--- config.mk ---
export PLATFORM = sky130hd
export DESIGN_NAME = strobe_result_bridge_flat
export DESIGN_NICKNAME = d
export VERILOG_FILES = /design/src/rtl/ntcrack_pkg.sv /design/src/rtl/strobe_result_bridge_if.sv /design/src/rtl/bridge_fifo_mem.sv /design/src/rtl/strobe_result_bridge.sv /design/src/flat_wrapper.sv
export SDC_FILE = /design/constraint.sdc
export NUM_CORES = 1
export LEC_CHECK = 0
export ABC_AREA = 1
export BUFFER_PORTS_ARGS = -buffer_cell sky130_fd_sc_hd__buf_4
export CAP_MARGIN = 0
export CORE_UTILIZATION = 59
export CTS_CLUSTER_SIZE = 12
export DETAILED_ROUTE_END_ITERATION = 8
export PLACE_DENSITY = 0.85
export SKIP_CTS_REPAIR_TIMING = 1
export SLEW_MARGIN = 20
export SYNTH_ARGS = -nofsm -noshare
export SYNTH_HDL_FRONTEND = slang
export SYNTH_SLANG_ARGS = --single-unit
--- constraint.sdc ---
create_clock -name fullclock -period 3.8 [get_ports fullclock]
set_input_delay 0.19 -clock fullclock [delete_from_list [all_inputs] [get_ports fullclock]]
set_output_delay 0.19 -clock fullclock [all_outputs]
set_load 0.02 [all_outputs]
--- src/rtl/ntcrack_pkg.sv ---
// Shared constants and result-word layout for the cracking core and its
// full-rate result path.
package ntcrack_pkg;

    localparam int DEF_WIDTH = 32;
    localparam int DEF_DEPTH = 4;
    localparam int DEF_DIV   = 3;
    localparam int DEF_PTR_W = $clog2(DEF_DEPTH);

    // Word layout produced by the core; the bridge itself treats it as opaque bits.
    typedef struct packed {
        logic        hit;
        logic [7:0]  core_id;
        logic [22:0] cand_idx;
    } result_word_t;

endpackage

--- src/rtl/strobe_result_bridge_if.sv ---
// Producer-side (strobe-qualified) and consumer-side (valid/ready) signals of
// the result bridge; master drives stimulus, slave is the bridge.
interface strobe_result_bridge_if #(
    parameter int WIDTH = ntcrack_pkg::DEF_WIDTH
);
    logic             div_strobe;
    logic             in_valid;
    logic [WIDTH-1:0] in_data;
    logic             out_valid;
    logic             out_ready;
    logic [WIDTH-1:0] out_data;

    modport master (
        output div_strobe, in_valid, in_data, out_ready,
        input  out_valid, out_data
    );

    modport slave (
        input  div_strobe, in_valid, in_data, out_ready,
        output out_valid, out_data
    );
endinterface

--- src/rtl/bridge_fifo_mem.sv ---
// DEPTH x WIDTH register array: synchronous write, asynchronous read.
module bridge_fifo_mem #(
    parameter int WIDTH = 32,
    parameter int DEPTH = 4
) (
    input  logic                     clk,
    input  logic                     we,
    input  logic [$clog2(DEPTH)-1:0] waddr,
    input  logic [WIDTH-1:0]         wdata,
    input  logic [$clog2(DEPTH)-1:0] raddr,
    output logic [WIDTH-1:0]         rdata
);
    logic [WIDTH-1:0] mem_q [DEPTH];

    // NOTE: the array has no reset; entries are only read once level says they were written.
    always_ff @(posedge clk) begin
        if (we) mem_q[waddr] <= wdata;
    end

    assign rdata = mem_q[raddr];
endmodule

--- src/rtl/strobe_result_bridge.sv ---
// Strobe-qualified producer to full-rate valid/ready consumer FIFO bridge (FWFT).
// Optional strobe spacing checker enabled by defining STROBE_CHECK_EN.
module strobe_result_bridge
    import ntcrack_pkg::*;
#(
    parameter int WIDTH = DEF_WIDTH,
    parameter int DEPTH = DEF_DEPTH,
    parameter int DIV   = DEF_DIV
) (
    input  logic                   fullclock,
    input  logic                   reset,
    strobe_result_bridge_if.slave  bus,
    output logic [$clog2(DEPTH):0] level,
    output logic                   overflow
`ifdef STROBE_CHECK_EN
    ,
    output logic                   strobe_err
`endif
);
    localparam int PTR_W = $clog2(DEPTH);
    localparam int LVL_W = PTR_W + 1;

    logic [PTR_W-1:0] rptr_q, rptr_d, wptr_q, wptr_d;
    logic [LVL_W-1:0] level_q, level_d;
    logic             out_valid_q, out_valid_d;
    logic [WIDTH-1:0] out_data_q, out_data_d;
    logic             overflow_q, overflow_d;
    logic             push, pop, accept;
    logic [WIDTH-1:0] rdata;

    // Reading at the next read pointer lets out_data be registered with no in->out path.
    bridge_fifo_mem #(.WIDTH(WIDTH), .DEPTH(DEPTH)) u_mem (
        .clk   (fullclock),
        .we    (accept),
        .waddr (wptr_q),
        .wdata (bus.in_data),
        .raddr (rptr_d),
        .rdata (rdata)
    );

    // NOTE: every signal gets a default first so no path through this block infers a latch.
    always_comb begin
        push        = bus.div_strobe && bus.in_valid;
        pop         = out_valid_q && bus.out_ready;
        accept      = push && ((level_q != LVL_W'(DEPTH)) || pop);
        rptr_d      = rptr_q + PTR_W'(pop);
        wptr_d      = wptr_q + PTR_W'(accept);
        level_d     = level_q;
        overflow_d  = overflow_q | (push & ~accept);
        out_data_d  = out_data_q;

        case ({accept, pop})
            2'b10:   level_d = level_q + LVL_W'(1);
            2'b01:   level_d = level_q - LVL_W'(1);
            default: level_d = level_q;
        endcase

        out_valid_d = (level_d != '0);
        // A word written into the slot that becomes head this edge is not in the array yet.
        if (out_valid_d) begin
            out_data_d = (accept && (wptr_q == rptr_d)) ? bus.in_data : rdata;
        end
    end

    // NOTE: state registers use non-blocking assignments so all of them update together on the edge.
    always_ff @(posedge fullclock or posedge reset) begin
        if (reset) begin
            rptr_q      <= '0;
            wptr_q      <= '0;
            level_q     <= '0;
            out_valid_q <= 1'b0;
            out_data_q  <= '0;
            overflow_q  <= 1'b0;
        end else begin
            rptr_q      <= rptr_d;
            wptr_q      <= wptr_d;
            level_q     <= level_d;
            out_valid_q <= out_valid_d;
            out_data_q  <= out_data_d;
            overflow_q  <= overflow_d;
        end
    end

    assign bus.out_valid = out_valid_q;
    assign bus.out_data  = out_data_q;
    assign level         = level_q;
    assign overflow      = overflow_q;

`ifdef STROBE_CHECK_EN
    localparam int CNT_W = $clog2(DIV + 1);

    logic [CNT_W-1:0] since_q, since_d;
    logic             seen_q, seen_d;
    logic             strobe_err_q, strobe_err_d;

    // since_q saturates at DIV: any longer gap is equally legal.
    always_comb begin
        since_d      = since_q;
        seen_d       = seen_q;
        strobe_err_d = strobe_err_q;
        if (bus.div_strobe) begin
            if (seen_q && (since_q < CNT_W'(DIV))) strobe_err_d = 1'b1;
            since_d = CNT_W'(1);
            seen_d  = 1'b1;
        end else if (since_q != CNT_W'(DIV)) begin
            since_d = since_q + CNT_W'(1);
        end
    end

    always_ff @(posedge fullclock or posedge reset) begin
        if (reset) begin
            since_q      <= '0;
            seen_q       <= 1'b0;
            strobe_err_q <= 1'b0;
        end else begin
            since_q      <= since_d;
            seen_q       <= seen_d;
            strobe_err_q <= strobe_err_d;
        end
    end

    assign strobe_err = strobe_err_q;
`endif
endmodule

--- src/flat_wrapper.sv ---
// flat-port wrapper written by rule: the top's interface ports become plain ports
module strobe_result_bridge_flat import ntcrack_pkg::*;
#(
    parameter int WIDTH = DEF_WIDTH,
    parameter int DEPTH = DEF_DEPTH,
    parameter int DIV   = DEF_DIV
)
  (fullclock, reset, level, overflow, bus_div_strobe, bus_in_valid, bus_in_data, bus_out_ready, bus_out_valid, bus_out_data);
  strobe_result_bridge_if #(.WIDTH(WIDTH)) bus_i ();
  input  logic fullclock;
  input  logic reset;
  output logic [$clog2(DEPTH):0] level;
  output logic overflow;
  input wire logic [$bits(bus_i.div_strobe)-1:0] bus_div_strobe;
  input wire logic [$bits(bus_i.in_valid)-1:0] bus_in_valid;
  input wire logic [$bits(bus_i.in_data)-1:0] bus_in_data;
  input wire logic [$bits(bus_i.out_ready)-1:0] bus_out_ready;
  output wire logic [$bits(bus_i.out_valid)-1:0] bus_out_valid;
  output wire logic [$bits(bus_i.out_data)-1:0] bus_out_data;
  assign bus_i.div_strobe = bus_div_strobe;
  assign bus_i.in_valid = bus_in_valid;
  assign bus_i.in_data = bus_in_data;
  assign bus_i.out_ready = bus_out_ready;
  assign bus_out_valid = bus_i.out_valid;
  assign bus_out_data = bus_i.out_data;
  strobe_result_bridge #(.WIDTH(WIDTH), .DEPTH(DEPTH), .DIV(DIV)) u_core (.fullclock(fullclock), .reset(reset), .bus(bus_i), .level(level), .overflow(overflow));
endmodule
== After elaboration in Yosys (flattened, before gate mapping) ==
Memories as Yosys holds them, arrays and structs flattened. A register that Yosys moved wholly into a read port is not among the register bits.
Cells that the tools add are included.

* Add/subtract/negate cells: 4
* $mul: 0
* Div/mod/pow operators: 0
* Order comparisons: 0
* Equality and inequality tests: 3
* Shifts and indexed selects: 0
* Muxes and demuxes: 3
* Bitwise logic cells: 3
* Reduce and logical (&&, ||, !) cells: 5

{| class="wikitable"
|+ Operator list
! cell !! count
|-
| 3-bit case mux with 2 select lines || 1
|-
| 2-bit by 1-bit adder with 2-bit output || 2
|-
| 3-bit by 1-bit adder with 3-bit output, second input constant || 1
|-
| 1-bit logical AND || 3
|-
| 3-bit inequality test, second input constant || 1
|-
| 3-bit nonzero test || 1
|-
| 3-bit by 1-bit subtractor with 3-bit output, second input constant || 1
|-
| 2-bit by 1-bit equality test with 1-bit output, second input constant || 1
|-
| 2-bit equality test, second input constant || 1
|-
| 1-bit 2-to-1 mux || 2
|-
| 1-bit bitwise AND || 1
|-
| 1-bit logical OR || 1
|-
| 1-bit NOT || 1
|-
| 1-bit OR || 1
|}

* Register bits after elaboration: 9
* Latch bits: 0
* Bits in writable memories: 128
* ROM bits: 0
* Input bits: 37
* Output and inout port bits: 37
* Word-level logic and storage cells: 24
* Memories: 1

{| class="wikitable"
|+ Memory list
! name !! words !! width !! rd ports !! clocked after memory_dff !! wr ports !! line !! text
|-
| u_core.u_mem.mem_q || 4 || 32 || 1 || 1 || 1 || bridge_fifo_mem.sv:13 || <nowiki>logic [WIDTH-1:0] mem_q [DEPTH];</nowiki>
|}

== Logic depth before layout (Yosys ltp) ==
Gate-level depths: netlist of the first run.

* Depth in word-level cells: 6
* Gate-level depth with buffers: 14
* Gate-level depth less buffers: 12

== Modules after synthesis ==
Synthesis of the first run repeated with hierarchy kept, for this count alone.

* Cells, all modules: 807
* Area total of the unflattened synthesis: 7717.4 µm²

{| class="wikitable"
|+ Modules (own cells, without submodules)
! module !! instances !! cells each !! area an instance (µm²) !! sequential area each (µm²)
|-
| bridge_fifo_mem || 1 || 509 || 5437.7 || 3843.7
|-
| strobe_result_bridge || 1 || 298 || 2279.7 || 1026.0
|}

== Worst setup path before layout of the first run ==
OpenSTA, ideal clock, no wires.

* Kind: reg-to-reg
* Start point: register u_core.out_valid_q, in the netlist u_core.bus.out_valid
* End point: memory u_core.u_mem.mem_q[2][0], enable pin
* Setup time: 461 ps
* Data arrival time: 3035 ps
* Required time: 3339 ps
* Path slack: 304 ps
* Cell stages (with the launch flop): 5
* Buffers on the path: 0
* Period minus slack after synthesis: 3496 ps
* Cell sequence: dfrtp_1 > nand2_1 > nand3_1 > nand2_1 > nor3_1

* Cells in the longest elaborated chain, start to end: 5

{| class="wikitable"
|+ RTL lines
! element !! line !! text
|-
| start, declared || strobe_result_bridge.sv:25 || <nowiki>logic out_valid_q, out_valid_d;</nowiki>
|-
| start signal, assigned || strobe_result_bridge.sv:78 || <nowiki>out_valid_q <= out_valid_d;</nowiki>
|-
| 1-bit logical AND || strobe_result_bridge.sv:44 || <nowiki>pop = out_valid_q && bus.out_ready;</nowiki>
|-
| 1-bit logical OR || strobe_result_bridge.sv:45 || <nowiki>accept = push && ((level_q != LVL_W'(DEPTH)) || pop);</nowiki>
|-
| 1-bit logical AND || strobe_result_bridge.sv:45 ||
|-
| 1-bit 2-to-1 mux || bridge_fifo_mem.sv:17 || <nowiki>if (we) mem_q[waddr] <= wdata;</nowiki>
|-
| 1-bit 2-to-1 mux (not written as such) || bridge_fifo_mem.sv:17 ||
|-
| end, declared || bridge_fifo_mem.sv:13 ||
|}

No other way between the ends.

== Worst setup path after layout of the first run ==
* Start point: register u_core.out_valid_q, in the netlist u_core.bus.out_valid
* End point: register u_core.out_data_q[18], in the netlist u_core.bus.out_data[18], read port of u_core.u_mem.mem_q

* Elaborated cells between the ends (all ways): 8
* Those cells by class: add/sub: 1; eq/ne: 2; mux: 1; reduce/logical: 4

{| class="wikitable"
|+ RTL lines
! element !! line !! text
|-
| 1-bit logical AND || strobe_result_bridge.sv:44 ||
|-
| 2-bit by 1-bit adder with 2-bit output || strobe_result_bridge.sv:46 || <nowiki>rptr_d = rptr_q + PTR_W'(pop);</nowiki>
|-
| net u_core.rptr_d[0] || strobe_result_bridge.sv:23 || <nowiki>logic [PTR_W-1:0] rptr_q, rptr_d, wptr_q, wptr_d;</nowiki>
|-
| end, declared || strobe_result_bridge.sv:26 || <nowiki>logic [WIDTH-1:0] out_data_q, out_data_d;</nowiki>
|}

The timed path passes the listed nets, and every way through them passes these cells.

==> results of run 1 <==
[synthesized netlist by cell type (all sizes together)]
cell type	instances
xnor2	2
nor2	2
buf	28
nand3	9
o21ai	96
o21bai	1
or2	32
inv	15
fa	1
xor2	1
nand2	272
nor3	4
edfxtp	128
dfrtp	41
clkbuf	13
ha	2
nand4	33
[power groups by stage]
stage	Clock, mW	Combinational [mW]	Sequential [mW]
floorplan	0	2.34	2.83
global placement	0	3.43	2.62
detailed placement	0	3.56	2.64
CTS	1.80	3.63	2.61
global route	1.89	4.08	2.64
finish	1.80	3.68	2.62
[cell usage in the layout, fill, tap and decap left out, types with 7 or more instances in the layout]
cell	n
buf_4	81
nand4_1	33
nand3_1	7
nand2_1	267
dfrtp_1	41
edfxtp_1	128
inv_1	12
o21ai_0	92
dlygate4sd3_1	32
or2_2	32
clkbuf_16	17
[worst max-delay path: cells and delay by family (launching register included)]
family / cells / cell delay [ps]
simple gates: 4 / 350
compound gates: 3 / 630
flops: 1 / 380
buf+inv: 2 / 920
fa+ha+maj: 1 / 470
[registers in the layout, indices dropped and copies added, names as in the netlist]
signal                cells
u_core.bus.out_data      32
u_core.u_mem.mem_q      128
u_core.bus.out_valid      1
u_core.rptr_q             2
u_core.overflow           1
u_core.wptr_q             2
u_core.level              3
[final timing paths]
kind                                            from                       to  slack, ps
worst max-delay path            u_core.bus.out_valid  u_core.bus.out_data[18]        970
worst min-delay path                           reset  u_core.bus.out_data[15]        -30
worst max register to register  u_core.bus.out_valid  u_core.bus.out_data[18]        970
worst min register to register       u_core.overflow          u_core.overflow        500
max in group asynchronous                      reset   u_core.bus.out_data[7]       3240
min in group fullclock                  bus_in_valid          u_core.overflow        140
[cells by family (layout without fill, tap and decap cells)]
| kind of cell | Yosys count | count (layout) | synth area share |
|---|---|---|---|
| buf+inv | 56 | 162 | 0.0378 |
| compound gates | 97 | 97 | 0.0673 |
| xor+xnor | 3 | 3 | 0.00466 |
| fa+ha+maj | 3 | 3 | 0.00621 |
| simple gates | 352 | 352 | 0.213 |
| flops | 169 | 169 | 0.671 |
[metal layers]
layer / wire length (um) / up-vias
met3: 1070 / 34
met4: 367 / 0
met2: 9000 / 235
li1: - / 2501
met5: 0 / -
met1: 6520 / 2654
[through the flow]
| stage | utilization | total power [mW] | hold WS, ps | worst slack [ps] |
|---|---|---|---|---|
| after floorplan | - | 5.18 | 289 | 304 |
| after global placement | 0.658 | 6.05 | 402 | 1220 |
| after detailed placement | 0.658 | 6.20 | 407 | 1080 |
| after CTS | 0.709 | 8.04 | -37.7 | 958 |
| after global routing | 0.737 | 8.61 | 55.3 | 659 |
| final | 0.737 | 8.10 | -34.4 | 970 |
[area by class of cell]
class                      count  share of cell area
clock buffer                  19              0.0501
clock inverter                13              0.0199
sequential                   169               0.550
tap                          147              0.0208
inverter                      15             0.00636
timing repair buffer         115               0.109
multi-input combinational    455               0.243
==> flow_summary.ini, run 1 <==
[run_status]
status = finished, violations left
violations = negative hold slack

[layout]
stdcell_count = 933
insertedDiodeCount = 0
drive_gt1_frac = 0.205
final_cell_area_um2 = 8850
regArea_um2 = 4870
nets = 813
multi_input_area_um2 = 2150
fillers = 764
syn2layout_area_growth_pct = 22.0

[worst_setup_path]
crit_path_end_kind = register
slowest_stage = inv_2
cp_common_cell = nand2_1
cp.arrival_ps = 3200
max_stage_delay_ps = 830
cp-start-kind = register
reg2reg_depth = 10
worstSetupPathType = register to register
required_ps = 4170
timing.critical_path.cells = nand2_1 > inv_1 > ha_2 > inv_2 > o21ai_0 > o21ai_0 > o21ai_0 > nand2_1 > nand2_1 > nand2_1
worstPathMaxFanout = 64

[place]
dpl-instance-area_um2 = 7900
dp_hpwl_um = 9370
io_buffer_count = 73
place.gp.congestion = 0.816
placedCellCount = 869

[routing]
ant_nets = 0
wl_per_cell_um = 18.2
dr_total_vias = 5424
drc = 0
vias_per_cell = 5.81
routed_wl_um = 17000
initialDrtViolationCount = 536
drt-pass1-iter-count = 5

[clocking]
cts_tree = yes
clk_pin_slew_worst_paths_ps = 60
numCtsBuffers = 17
clock_latency_ps = 430
htree_levels = 4
ctsLongestPathBuffers = 2
cts_root_buffer = clkbuf_16
cts.sinks = 169

[logic_synthesis]
ys_types = 28
synth.avg_cell_area_um2 = 10.7
syn-cell-area_um2 = 7250
synth-seq-cells = 169
ys_seq_area_frac = 0.671
synthCells = 680
syn_nets = 720
synth_top_cell_by_area = edfxtp_1
ys_top_cells_by_area = edfxtp_1 53%, dfrtp_1 14%, nand2_1 14%, o21ai_0 6.3%, nand4_1 2.8%
synth_top_area_frac = 0.530
synth-warning-count = 0

[power]
power_frac_clock = 0.223
switching_share = 0.420
p_switching_mw = 3.40
p_per_area_nw_per_um2 = 915
internal_power_mw = 4.69
seq_power_share = 0.323
ir_drop_v = 0.000524
pwr-share-comb = 0.454
leakage_nw = 3.67

[sta]
tightestPinTransition_ps = 1030
setup_violations = 0
finClkSkew_ps = 6.07
grt_setup_unrepaired = no
slew_viol_final = 0
fin_crit_sh = 0.745
relSlewSlack = 0.310
post-route-min-period_ps = 2830
max_freq_ghz = 0.353
final_hold_viol_count = 41
setup_tns_ps = 0
hold_ws_ps = -34.4

[floorplan]
die_w_um = 113
dieArea_um2 = 12700
initial_core_util = 0.604
row_count = 40
die_h_um = 113
pin_count = 74
coreArea_um2 = 12000

[grt]
grt_use_total = 0.276
grtUsageMet1 = 0.318
grt-ovfl-total = 0
grt_max_degree = 65
first_global_vias = 5240
top_usage_layer = met2
grt_pass1_wl_um = 26200
antenna_found_initial = 0
met2_usage = 0.485
grtUsageMet3 = 0.0691

[worst_hold_path]
hold_class = input pin to async pin

[run]
cap_violations = 0
Note: power is estimated with default switching activity, not from simulation.
==> run 2, diff against run 1 <==
==> constraint.sdc (replaced) <==
create_clock -name fullclock -period 2.7 [get_ports fullclock]
set_input_delay 0.135 -clock fullclock [delete_from_list [all_inputs] [get_ports fullclock]]
set_output_delay 0.135 -clock fullclock [all_outputs]
set_load 0.02 [all_outputs]
==> run 2 against run 1 <==
  * The run now ends clean
  * Global-route usage shrank 1.2 points
  * Fmax increased by 17%
  * Utilization decreased by 0.22 points
  * Critical path depth unchanged
  * Sequential power up 39%
  * Die area unchanged
  * First-iteration DRC count fell by 10%
  * Critical path type unchanged
  * Largest power group unchanged
==> flow_summary.ini, run 2 (same netlist as run 1, synthesis figures left out) <==
[floorplan]
die_h_um = 113
pin_count = 74
coreArea_um2 = 12000
row_count = 40
initial_core_util = 0.604
die_w_um = 113
dieArea_um2 = 12700

[grt]
grt_use_total = 0.264
grt_pass1_wl_um = 25400
grtUsageMet3 = 0.0552
grt_max_degree = 42
grtUsageMet1 = 0.304
antenna_found_initial = 0
grt-ovfl-total = 0
met2_usage = 0.472
top_usage_layer = met2
first_global_vias = 5291

[clocking]
clk_pin_slew_worst_paths_ps = 60
cts_tree = yes
htree_levels = 4
cts.sinks = 169
ctsLongestPathBuffers = 2
numCtsBuffers = 17
cts_root_buffer = clkbuf_16
clock_latency_ps = 420

[layout]
nets = 821
insertedDiodeCount = 0
syn2layout_area_growth_pct = 21.6
regMostFlops = u_core.u_mem.mem_q
largest_reg_flops = 128
final_cell_mix = 267 x nand2_1, 128 x edfxtp_1, 92 x o21ai_0
final_common_cell = nand2_1
drive_gt1_frac = 0.209

[sta]
finClkSkew_ps = 5.45
tightestPinTransition_ps = 909
final_hold_viol_count = 0
setup_violations = 0
max_freq_ghz = 0.414
relSlewSlack = 0.393
post-route-min-period_ps = 2420
hold_ws_ps = 57.5
slew_viol_final = 0
grt_setup_unrepaired = no
fin_crit_sh = 0.895

[power]
switching_share = 0.421
power_frac_clock = 0.205
p_switching_mw = 4.69
leakage_nw = 3.68
internal_power_mw = 6.46
seq_power_share = 0.328
p_per_area_nw_per_um2 = 1260
ir_drop_v = 0.000739
finalPower_mw = 11.1
pwr-share-comb = 0.467

[worst_setup_path]
crit_path_end_kind = register
worstSetupPathType = register to register
cp-start-kind = register
slowest_stage = nand3_2
reg2reg_setup_slack_ps = 280
cp_common_cell = nand2_1
max_stage_delay_ps = 520
timing.critical_path.cells = nand2_1 > inv_1 > nand2_1 > fa_1 > nand3_1 > nand3_1 > nand2_2 > nand3_2 > nand2_1 > nand2_1
r2r-start = u_core.bus.out_valid
reg2reg_to = u_core.bus.out_data[7]
worstPathMaxFanout = 33
required_ps = 3000
reg2reg_depth = 10
cp.arrival_ps = 2720

[worst_hold_path]
hp-start = bus_in_valid
holdPathEnd = u_core.overflow
hold_class = input pin to register
hold_path_depth = 3

[run_status]
status = complete, no violations

[routing]
ant_nets = 0
routed_wl_um = 16200
vias_per_cell = 5.71
drc = 0
wl_per_cell_um = 17.3
drt-pass1-iter-count = 5
initialDrtViolationCount = 480
dr_total_vias = 5374

[run]
cap_violations = 0

[place]
dp_hpwl_um = 9420
place.gp.congestion = 0.787
io_buffer_count = 73
==> run 2: worst max-delay path by stage <==
stage | cells after the start | from | endpoint | slack [ps]
final | 10 | u_core.bus.out_valid | u_core.bus.out_data[7] | 280
after global routing | 10 | u_core.bus.out_valid | u_core.bus.out_data[0] | 50
after CTS | 10 | u_core.bus.out_valid | u_core.bus.out_data[17] | 270
after detailed placement | 12 | u_core.bus.out_valid | u_core.bus.out_data[31] | 310
after global placement | 12 | u_core.bus.out_valid | u_core.bus.out_data[31] | 420
after floorplan | 4 | u_core.bus.out_valid | u_core.u_mem.mem_q[2][0] | -800
==> run 2: worst max-delay path, delay by kind of cell, from the launching register on <==
family,cells,cell delay (ps)
adders and majority gates,1,440
buffers and inverters,1,110
DFF,1,340
and+or+nand+nor,8,1410
==> run 2: routing by layer <==
layer  part of all wire  vias to the layer above
met5                  0                        -
met4              0.024                        0
met3              0.047                       39
met2               0.53                      179
met1               0.40                     2635
li1                   -                     2521
==> run 2: per-stage QoR <==
stage	instances	TNS (ps)	util	cell area [um2]	setup slack, ps
floorplan	680	-101850	-	7250	-796
global placement	876	0	0.660	7930	416
detailed placement	876	0	0.660	7930	308
CTS	908	0	0.707	8490	274
global route	941	0	0.734	8820	46.9
finish	941	0	0.734	8820	285
==> run 2: final cells by class <==
class                           count  area (um2)
Timing Repair Buffer              123        1010
Tap cell                          147         184
Sequential cell                   169        4870
Multi-Input combinational cell    455        2140
Clock inverter                      8        70.1
Fill cell                         796        3190
Inverter                           15        56.3
Clock buffer                       24         492
==> run 2: power groups by stage <==
stage,sequential [mW],combinational [mW],clock (mW)
floorplan,3.99,3.30,0
global placement,3.67,4.92,0
detailed placement,3.69,5.11,0
CTS,3.64,5.15,2.29
global route,3.69,5.83,2.40
finish,3.65,5.21,2.29
==> run 3, diff against run 2 <==
--- a/config.mk
+++ b/config.mk
@@ -8,6 +8,7 @@
 export ABC_AREA = 1
 export BUFFER_PORTS_ARGS = -buffer_cell sky130_fd_sc_hd__buf_4
 export CAP_MARGIN = 0
+export CORE_ASPECT_RATIO = 2
 export CORE_UTILIZATION = 59
 export CTS_CLUSTER_SIZE = 12
 export DETAILED_ROUTE_END_ITERATION = 8
==> run 3 against run 2 <==
  * Critical path depth up 2
  * Fmax down 3.3%
  * Routed wire length up 17%
  * Register-to-register slack worse by 80 ps
  * Flip-flop and latch count unchanged
  * Power up 5.4%
  * Final area up 0.77%
  * Clock-buffer cell count down 3
  * Highest routed layer unchanged
  * Setup slack worse by 83 ps
  * First-iteration DRC count up 34%
==> flow_summary.ini, run 3 (same netlist as run 1, synthesis figures left out) <==
[layout]
stdcell_count = 941
final_common_cell = nand2_1
insertedDiodeCount = 0
fillers = 772
final_cell_mix = 267 x nand2_1, 128 x edfxtp_1, 92 x o21ai_0
nets = 821
drive_gt1_frac = 0.208
regMostFlops = u_core.u_mem.mem_q
multi_input_area_um2 = 2150
regArea_um2 = 4870
final_cell_area_um2 = 8890
largest_reg_flops = 128
syn2layout_area_growth_pct = 22.5

[grt]
grt_use_total = 0.310
grt_max_degree = 65
grt_pass1_wl_um = 29000
antenna_found_initial = 0
first_global_vias = 5679
grt-ovfl-total = 0

[worst_hold_path]
hold_class = input pin to register
holdPathEnd = u_core.overflow
hold_path_depth = 3
hp-start = bus_div_strobe

[worst_setup_path]
worstPathMaxFanout = 33
cp_common_cell = nand2_1
slowest_stage = nor2_8
reg2reg_setup_slack_ps = 200
cp-start-kind = register
cp.arrival_ps = 2850
crit_path_end_kind = register
timing.critical_path.cells = nand2_1 > inv_1 > ha_1 > xnor2_4 > inv_2 > nand2_2 > nand2_4 > nor2_8 > nand2_1 > nand2_1 > nand2_1 > nand2_1
required_ps = 3060
max_stage_delay_ps = 510
reg2reg_to = u_core.bus.out_data[12]
reg2reg_depth = 12
worstSetupPathType = register to register
r2r-start = u_core.bus.out_valid

[sta]
hold_ws_ps = 84.2
final_hold_viol_count = 0
tightestPinTransition_ps = 589
fin_crit_sh = 0.925
max_freq_ghz = 0.400
layout_setup_ws_ps = 202
finClkSkew_ps = 7.70
grt_setup_unrepaired = no
relSlewSlack = 0.607
slew_viol_final = 0
post-route-min-period_ps = 2500
setup_violations = 0

[clocking]
cts.sinks = 169
cts_root_buffer = clkbuf_16
clk_pin_slew_worst_paths_ps = 60
ctsLongestPathBuffers = 2
numCtsBuffers = 17
htree_levels = 4
cts_tree = yes
clock_latency_ps = 430

[power]
ir_drop_v = 0.000964
finalPower_mw = 11.7
p_per_area_nw_per_um2 = 1320
leakage_nw = 3.71

[routing]
drt-pass1-iter-count = 5
vias_per_cell = 6.10
routed_wl_um = 19000
dr_total_vias = 5744
drc = 0
wl_per_cell_um = 20.2
ant_nets = 0
initialDrtViolationCount = 644

[place]
dpl_worst_slack_ps = 218
io_buffer_count = 73
dpl-instance-area_um2 = 7950
placedCellCount = 876
place.gp.congestion = 0.796
dp_hpwl_um = 11000

[floorplan]
pin_count = 74
die_w_um = 80.4
row_count = 57
die_h_um = 159
initial_core_util = 0.602
dieArea_um2 = 12800
coreArea_um2 = 12100

[run]
cap_violations = 0

[run_status]
status = complete, no violations
-- run 3: cell count changes in the layout (fill, tap and decap cells not counted), moves of 2 or more --
| cell | previous run | this run |
|---|---|---|
| clkinv_4 | 0 | 4 |
| clkbuf_8 | 4 | 1 |
| buf_12 | 0 | 2 |
| buf_4 | 90 | 88 |
| bufinv_16 | 1 | 3 |
-- run 3: layer usage --
metal,share of wire,vias up,GRT usage
met4,0.062,0,0.175
li1,-,2514,-
met2,0.54,364,0.539
met3,0.066,114,0.0615
met1,0.33,2752,0.341
met5,0,-,0
-- run 3: final cells by class --
cell class	count	share of cell area
Clock inverter	11	0.0167
Multi-Input combinational cell	455	0.242
Tap cell	147	0.0207
Clock buffer	21	0.0507
Sequential cell	169	0.548
Timing Repair Buffer	123	0.116
Inverter	15	0.00633
-- run 3: worst max-delay path by stage --
stage	startpoint	to	slack (ps)	depth (start not counted)
after floorplan	u_core.bus.out_valid	u_core.u_mem.mem_q[2][0]	-800	4
after global placement	u_core.bus.out_valid	u_core.bus.out_data[19]	410	10
after detailed placement	u_core.bus.out_valid	u_core.bus.out_data[19]	220	10
after CTS	u_core.bus.out_valid	u_core.bus.out_data[19]	160	10
after global routing	u_core.bus.out_valid	u_core.bus.out_data[8]	90	12
final	u_core.bus.out_valid	u_core.bus.out_data[12]	200	12
-- run 3: power breakdown --
group | internal, mW | switching [mW] | total [mW]
Combinational | 1.76 | 3.84 | 5.60
Clock | 1.48 | 0.976 | 2.46
Sequential | 3.38 | 0.309 | 3.69
-- run 3: metrics by stage --
stage                     setup TNS (ps)  utilization
after floorplan                  -101850            -
after global placement                 0        0.660
after detailed placement               0        0.660
after CTS                              0        0.710
after global routing                   0        0.738
final                                  0        0.738
-- run 3: worst max-delay path, delay by kind of cell (launching register included) --
family                   cells  cell delay, ps
adder cells (fa/ha/maj)      1             270
XOR/XNOR                     1             220
flip-flops                   1             380
AND/OR/NAND/NOR              8            1370
buffers and inverters        2             160
